`config.mk`:
```
export PLATFORM = sky130hd
export DESIGN_NAME = prog_countdown_7
export DESIGN_NICKNAME = d
export VERILOG_FILES = /design/src/rtl/prog_count_pkg.sv /design/src/rtl/bin2bcd_7.sv /design/src/rtl/prog_countdown_7.sv
export SDC_FILE = /design/constraint.sdc
export NUM_CORES = 1
export LEC_CHECK = 0
export CAP_MARGIN = 20
export CORE_AREA = 2 2 61 63
export CTS_BUF_LIST = sky130_fd_sc_hd__clkbuf_8
export DETAILED_ROUTE_END_ITERATION = 16
export DIE_AREA = 0 0 63 65
export PLACE_DENSITY = 0.91
export SLEW_MARGIN = 10
export SYNTH_ARGS = -nofsm -noshare
export SYNTH_HDL_FRONTEND = slang
export SYNTH_SLANG_ARGS = --single-unit
```
`constraint.sdc`:
```
create_clock -name CLK -period 3 [get_ports CLK]
set_clock_uncertainty 0.05 [all_clocks]
set_input_delay 0.3 -clock CLK [delete_from_list [all_inputs] [get_ports CLK]]
set_output_delay 0.3 -clock CLK [all_outputs]
set_load 0.02 [all_outputs]
```
`src/rtl/prog_count_pkg.sv`:
```
// prog_count_pkg: shared state enum and sizing constants for the prog_count family
package prog_count_pkg;
  localparam int CNT_W = 7;
  localparam int MAX_VAL = 99;
  typedef enum logic [1:0] {IDLE, COUNTING, PAUSED, EXPIRED} state_t;
endpackage

```
`src/rtl/bin2bcd_7.sv`:
```
// bin2bcd_7: combinational double-dabble binary to BCD tens/ones converter
// Ports: bin (7-bit binary in), tens/ones (BCD digits out; hundreds dropped, caller keeps bin <= 99)
module bin2bcd_7 (
  input  logic [6:0] bin,
  output logic [3:0] tens,
  output logic [3:0] ones
);
  logic [18:0] s;
  always_comb begin
    s = {12'd0, bin};
    for (int i = 0; i < 7; i++) begin
      if (s[10:7] >= 4'd5) s[10:7] = s[10:7] + 4'd3;
      if (s[14:11] >= 4'd5) s[14:11] = s[14:11] + 4'd3;
      s = s << 1;
    end
    tens = s[14:11];
    ones = s[10:7];
  end
endmodule

```
`src/rtl/prog_countdown_7.sv`:
```
// prog_countdown_7: loadable 0..MAX_VAL down-counter with paired binary/BCD count and one-cycle done pulse
// Ports: CLK, RST_N (async active-low); load/load_value preset; run level enable; tick count strobe;
//        count_out, bcd_tens, bcd_ones, done registered; busy, zero decoded from registers
module prog_countdown_7 #(
  parameter int MAX_VAL = prog_count_pkg::MAX_VAL
) (
  input  logic                             CLK,
  input  logic                             RST_N,
  input  logic                             load,
  input  logic [prog_count_pkg::CNT_W-1:0] load_value,
  input  logic                             run,
  input  logic                             tick,
  output logic [prog_count_pkg::CNT_W-1:0] count_out,
  output logic [3:0]                       bcd_tens,
  output logic [3:0]                       bcd_ones,
  output logic                             busy,
  output logic                             zero,
  output logic                             done
);
  import prog_count_pkg::*;
  localparam logic [CNT_W-1:0] MAX_C = CNT_W'(MAX_VAL);
  state_t state, state_n;
  logic [CNT_W-1:0] load_c, cnt_n;
  logic [3:0] ld_tens, ld_ones, tens_n, ones_n;
  logic done_n;
  assign load_c = load_value > MAX_C ? MAX_C : load_value;
  assign busy = state == COUNTING || state == PAUSED;
  assign zero = count_out == '0;
  bin2bcd_7 u_bin2bcd (.bin(load_c), .tens(ld_tens), .ones(ld_ones));
  always_comb begin
    state_n = state;
    cnt_n = count_out;
    tens_n = bcd_tens;
    ones_n = bcd_ones;
    done_n = 1'b0;
    if (load) begin
      state_n = IDLE;
      cnt_n = load_c;
      tens_n = ld_tens;
      ones_n = ld_ones;
    end else begin
      case (state)
        IDLE: if (run) begin
          state_n = zero ? EXPIRED : COUNTING;
          done_n = zero;
        end
        COUNTING: if (!run) state_n = PAUSED;
          else if (tick) begin
            cnt_n = count_out - 1'b1;
            ones_n = bcd_ones == 4'd0 ? 4'd9 : bcd_ones - 4'd1;
            tens_n = bcd_ones == 4'd0 ? bcd_tens - 4'd1 : bcd_tens;
            state_n = count_out == CNT_W'(1) ? EXPIRED : COUNTING;
            done_n = count_out == CNT_W'(1);
          end
        PAUSED: if (run) state_n = COUNTING;
        default: ;
      endcase
    end
  end
  always_ff @(posedge CLK or negedge RST_N) begin
    if (!RST_N) begin
      state <= IDLE;
      count_out <= '0;
      bcd_tens <= '0;
      bcd_ones <= '0;
      done <= 1'b0;
    end else begin
      state <= state_n;
      count_out <= cnt_n;
      bcd_tens <= tens_n;
      bcd_ones <= ones_n;
      done <= done_n;
    end
  end
endmodule

```
==> results.toml <==
[timing]
worstMarginPinSlew_ns = 0.966
hold_viol = 0
fmax_ghz = 0.236
setup_viol = 7
finalSetupTns_ns = -6.84
holdWs_ns = 0.462
fin_crit_ns = 4.24
drv_slew = 0
post-route-period-util_pct = 141
setup_ws_ns = -1.24
slew-limit-headroom_pct = 35.0
rsz0062_at_grt = "yes"

[worst_setup_path]
r2r_slack_ns = -0.13
cp-end-kind = "flop"
cp_max_fo = 4
rr_worst_depth = 9
worstPathRequired_ns = 3.12
crit_path_start_kind = "input port"
critPathKind = "input port to flop"
r2r_end = "bcd_tens[3]"
worstPathArrival_ns = 4.35
timing.rr.start = "state[1]"

[detailed_routing]
drt_wl_total_um = 10100
antenna_left = 0
routed.top_layer = "met5"
wl_met3_um = 1350
wl_per_cell_um = 28.6
vias = 2612
drc = 0
routed_via_density = 7.36
wl_met1_um = 3270
drt_iter0_drc = 486
detail_route.first_pass.iterations = 7
routed-wl-met2_um = 4390

[min_path]
hp-class = "input port to async pin"

[pwr]
intPower_w = 0.000926
power_leakage_nw = 1.27
p_per_area_nw_per_um2 = 578
p_switching_w = 0.000850
power_frac_seq_pct = 21.1
pwr-share-comb_pct = 65.8
power_frac_clock_pct = 13.1
vdd_drop_max_v = 0.000393
power_switching_share_pct = 47.9

[clocking]
clockBufferDepth = 2
cts_made_buffers = 3
htreeDepth = 1
cts_hold_buf = 0
cts-root-buf = "clkbuf_8"
cts_tree = "built"
clk_latency_ns = 0.29
clk_pin_slew_ns = 0.10
cts.sinks = 18

[yosys]
synth_edf_count = 0
postSynth.asyncResetShare_pct = 100
dominantRegCellSynth = "dfrtp_1"
syn_nets = 252
syn_inst = 223
ys_ff_latch = 18
ys_seq_area_share_pct = 24.0
syn_avg_cell_area_um2 = 8.43
mappedNetlistArea_um2 = 1880
ys_types = 64
yosysWarnings = 0

[floorplanning]
rows = 22
die_h_um = 65
fp.dieArea_um2 = 4100
ioPinCount = 30
die_x_um = 63
initial_core_util_pct = 53.8
core-area_um2 = 3500

[finish]
layout.nets = 337
finish.utilization_pct = 87.9
syn2layout_area_growth_pct = 63.3
drive_gt1_share_pct = 42.0
final_common_cell = "buf_4"
num_antenna_cells = 0
mostFrequentLayoutCells = "buf_4 (54), clkdlybuf4s50_1 (26), nand2_1 (18), dfrtp_1 (18), nor2_1 (15)"

[place]
gp_congestion = 0.893
dp_hpwl_um = 4710
port_buffers = 29

[grt]
grt_overflow = 0
grt_pass1_vias = 2469
antenna_found_initial = 1
grt_max_degree = 19
grt_first_pass_wirelength_um = 13600
track_usage_pct = 44.5

[run_status]
failed_checks = "setup timing"
status = "finished, violations left"

[run]
drv_cap = 0
per-stage QoR:
stage	total power (W)	area (um^2)	worst slack, ns	instances
5_1_grt	0.00181	3070	-1.36	355
6_report	0.00178	3070	-1.24	355
3_5_place_dp	0.00123	2620	-1.55	325
2_1_floorplan	0.000906	2070	-0.857	223
4_1_cts	0.00157	2970	-0.761	351
3_3_place_gp	0.00117	2620	-1.30	325
Yosys cell counts (2+ instances only):
master / count / area, um^2
a21oi_1: 13 / 65.1
a31oi_1: 4 / 25.0
o31ai_1: 3 / 22.5
nor3_1: 5 / 25.0
nor4_1: 2 / 12.5
a31o_2: 2 / 17.5
and2_1: 3 / 18.8
nand3_1: 7 / 35.0
xor2_1: 2 / 17.5
a21o_1: 3 / 22.5
xnor2_1: 9 / 78.8
nand2_1: 21 / 78.8
mux2i_1: 3 / 30.0
nor2b_1: 2 / 12.5
nand4_1: 3 / 18.8
and3_1: 3 / 18.8
ha_1: 17 / 213
mux2_2: 2 / 22.5
inv_1: 15 / 56.3
nand2b_1: 2 / 12.5
a211oi_1: 4 / 30.0
clkbuf_1: 5 / 18.8
o21ai_0: 12 / 60.1
inv_2: 2 / 7.51
dfrtp_1: 18 / 450
or2_1: 3 / 18.8
mux2i_4: 2 / 45.0
nor2_1: 20 / 75.1
per-layer routing:
| metal | global-route usage, % | vias up |
|---|---|---|
| met5 | 4.17 | - |
| li1 | - | 981 |
| met2 | 73.8 | 304 |
| met3 | 8.33 | 125 |
| met1 | 52.2 | 1200 |
| met4 | 29.2 | 2 |
cell families (layout without fill, tap and decap cells):
family | Yosys count | count (layout) | share of synthesized area, %
flip-flops | 18 | 18 | 24.0
multiplexers | 7 | 7 | 5.19
AND/OR/NAND/NOR | 82 | 82 | 23.2
adder cells (fa/ha/maj) | 17 | 17 | 11.3
XOR/XNOR | 11 | 11 | 5.12
AO/OA/AOI/OAI | 63 | 63 | 25.5
buffers and inverters | 25 | 109 | 5.66
critical path, cell delays in order:
cell and delay (ns):
buf_8 0.11, a21boi_4 0.25, inv_2 0.09, ha_4 0.16, inv_2 0.08, ha_4 0.22
xnor2_4 0.09, a31oi_4 0.24, nor2_4 0.07, ha_2 0.19, nand2b_4 0.19, nand3_4 0.11
nand4_1 0.25, nand2_4 0.17, ha_4 0.15, nand2b_4 0.05, and2_4 0.16, a31o_4 0.23
inv_4 0.06, ha_4 0.14, inv_2 0.05, ha_4 0.16, a21oi_4 0.14, buf_6 0.14
nand2b_1 0.19, o221a_1 0.35
sequential cells by signal (all words and copies together) (netlist names):
register / flops
count_out: 7
bcd_ones: 4
bcd_tens: 4
state: 2
done: 1
worst max path at each step:
| stage | from | slack (ns) | cells after the start | end |
|---|---|---|---|---|
| after floorplan | load_value[4] | -0.86 | 26 | bcd_tens[1] |
| final | load_value[6] | -1.24 | 26 | bcd_tens[1] |
| after global placement | load_value[4] | -1.30 | 26 | bcd_tens[1] |
| after CTS | load_value[5] | -0.76 | 26 | bcd_tens[1] |
| after detailed placement | load_value[4] | -1.55 | 26 | bcd_tens[1] |
| after global routing | load_value[6] | -1.36 | 26 | bcd_tens[1] |
timing repair:
item	4_1_cts	5_1_grt
buffers inserted	22	6
gates resized for setup	44	16
endpoints found under the setup margin	7	7
pin swaps	18	17
power groups by stage:
stage                     clock [W]  sequential [W]  combinational, W
after floorplan                   0        0.000397          0.000509
after global placement            0        0.000351          0.000820
after detailed placement          0        0.000358          0.000877
after CTS                  0.000208        0.000354           0.00101
after global routing       0.000230        0.000374           0.00120
final                      0.000232        0.000375           0.00117
final cells by class:
| type | instances | area [um^2] |
|---|---|---|
| clock buffer | 4 | 55.1 |
| fill | 129 | 424 |
| inverter | 17 | 66.3 |
| multi-input combinational | 180 | 1670 |
| sequential | 18 | 450 |
| tap | 48 | 60.1 |
| timing repair buffer | 88 | 767 |
Power figures use the tool's default switching activity.
==> RTL edit, RTL diff (same settings) <==
The package constant `MAX_VAL` goes from 99 to 49.
--- a/src/rtl/prog_count_pkg.sv
+++ b/src/rtl/prog_count_pkg.sv
@@ -1,7 +1,7 @@
 // prog_count_pkg: shared state enum and sizing constants for the prog_count family
 package prog_count_pkg;
   localparam int CNT_W = 7;
-  localparam int MAX_VAL = 99;
+  localparam int MAX_VAL = 49;
   typedef enum logic [1:0] {IDLE, COUNTING, PAUSED, EXPIRED} state_t;
 endpackage
 
Check against the original RTL: not equivalent (a bounded check fails within 4 cycles, from zero or initial values and one cycle with RST_N low).
==> RTL edit against the original RTL <==
  * The flow still finishes with violations (setup timing)
  * Largest cell class unchanged
  * Synthesized area fell by 7.7%
  * Setup slack better by 0.90 ns
  * Power down 25%
  * Highest routed layer is now met4
  * Via count decreased by 27%
  * Critical path type unchanged
  * Critical endpoint is now bcd_ones[1]
  * Design area down 18%
  * Routed wire length down 52%
  * First-iteration DRC count is 65% lower
  * Sequential cell count unchanged
  * Largest power group unchanged
==> RTL edit: results (changes against the original RTL) <==
GRT
  – Met3 track utilization from global routing: 3.82% (-4.5 points)
  – Grt met2 use: 48.3% (-26 points)
  – GRT Resource Usage Total: 25.5% (-19 points)
  – Largest net degree at the start of global routing: 24 (+5)
  – Met1 Track Usage GR: 26.2% (-26 points)
  – First-pass GRT wire length: 8230 um (-39%)
  – Initial antenna violation count: 0 (-1)

Placement
  – Placed cell area: 2340 um2 (-11%)
  – DP Cell Count: 312 (-4.0%)
  – Final HPWL DP: 3610 um (-23%)
  – GPL Wtd Cong: 0.939 (+5.1%)

Hold path
  – Worst hold path stage count: 4
  – Hold path endpoint: count_out[3]
  – Worst min path class: in -> reg

Logic synthesis
  – Synth top cells by count: 22 x nor2_1, 18 x dfrtp_1, 18 x nand2_1
  – Mapped Cells: 214 (-4.0%)
  – Seq/Total Area, Yosys: 26.0% (+2.0 points)
  – Area contributors post-synth: dfrtp_1 26%, ha_1 12%, nor2_1 4.8%
  – Yosys cell types: 51 (-20%)

Routing
  – Routed wire length: 4890 um (-52%)
  – Detailed-router iteration count before antenna repair: 5 (-2)
  – Routed met1 length: 1860 um (-43%)
  – DR vias/cell: 5.90 (-20%)
  – WL met2: 2550 um (-42%)
  – Highest routed layer: met4
  – DRT iter0 DRCs: 171 (-65%)

Pwr
  – Leakage: 1.08 nW (-15%)
  – Pint: 0.000794 W (-14%)
  – Worst vdd ir: 0.186 mV (-53%)

Layout
  – Nets: 304 (-9.8%)
  – Post-Layout Cell Count: 322 (-9.3%)
  – Layout cells sized above 1: 25.2% (-17 points)

Critical path
  – Setup slack, reg-to-reg: 0.77 ns (+0.90 ns)
  – CP max stage cell: or3_4
  – CP Launch Point: load_value[4]
  – Crit-path leading delay family: simple AND/OR/NAND/NOR gates
  – Worst setup endpoint: bcd_ones[1]
  – Worst-case reg-to-reg path depth: 8 (-1)

Clock tree
  – Post-CTS resize count: 26 (-41%)
  – Reg clk slew, reported paths: 0.07 ns (-0.03 ns)
  – Clk Latency, worst-skew pair: 0.26 ns (-0.03 ns)
  – Post-CTS Repair Setup Buffers: 6 (-73%)

Status
  – Violated checks: setup timing
  – Status: finished, violations left

Timing
  – Worst Slack Setup Final: -0.340 ns (+0.898 ns)
  – Setup-failing EPs final: 2 (-5)
  – Worst-Margin Slew: 0.812 ns (-0.154 ns)
  – Final hold slack: 0.365 ns (-0.0966 ns)
-- RTL edit: stage by stage --
| stage | total power, W | setup slack, ns |
|---|---|---|
| after floorplan | 0.000800 | -0.621 |
| after global placement | 0.00104 | -1.08 |
| after detailed placement | 0.00107 | -1.25 |
| after CTS | 0.00131 | -0.332 |
| after global routing | 0.00143 | -0.476 |
| final | 0.00134 | -0.340 |
-- RTL edit: kinds of logic (layout without fill, tap and decap cells) --
| kind of cell | count (synthesis) | in the layout | share of synthesized area, % |
|---|---|---|---|
| AO/OA/AOI/OAI | 55 | 55 | 22.6 |
| XOR/XNOR | 13 | 13 | 6.56 |
| adder cells (fa/ha/maj) | 17 | 17 | 12.3 |
| buffers and inverters | 26 | 85 | 6.42 |
| flip-flops | 18 | 18 | 26.0 |
| multiplexers | 4 | 4 | 2.60 |
| other | 1 | 2 | 0.216 |
| AND/OR/NAND/NOR | 80 | 80 | 23.4 |
-- RTL edit: area by class of cell --
type	instances	area (um2)	share of cell area, %
Sequential cell	18	450	17.9
Timing Repair Buffer	64	553	22.0
Clock buffer	4	55.1	2.19
Inverter	17	63.8	2.54
Tap cell	48	60.1	2.39
Multi-Input combinational cell	171	1330	53.0
-- RTL edit: power by group through the flow --
stage	clock [W]	combinational, W	sequential (W)
after global routing	0.000216	0.000848	0.000363
after floorplan	0	0.000407	0.000394
after detailed placement	0	0.000718	0.000354
after global placement	0	0.000684	0.000352
final	0.000198	0.000788	0.000353
after CTS	0.000201	0.000759	0.000351
-- RTL edit: worst register-to-register path, cell delays in order (launching register included) --
cell and delay (ns):
dfrtp_1 0.41, inv_1 0.09, ha_1 0.27, nand3_1 0.16, or3_1 0.40, nand2b_1 0.23
nor4_1 0.25, xnor2_1 0.16, o2bb2ai_1 0.09
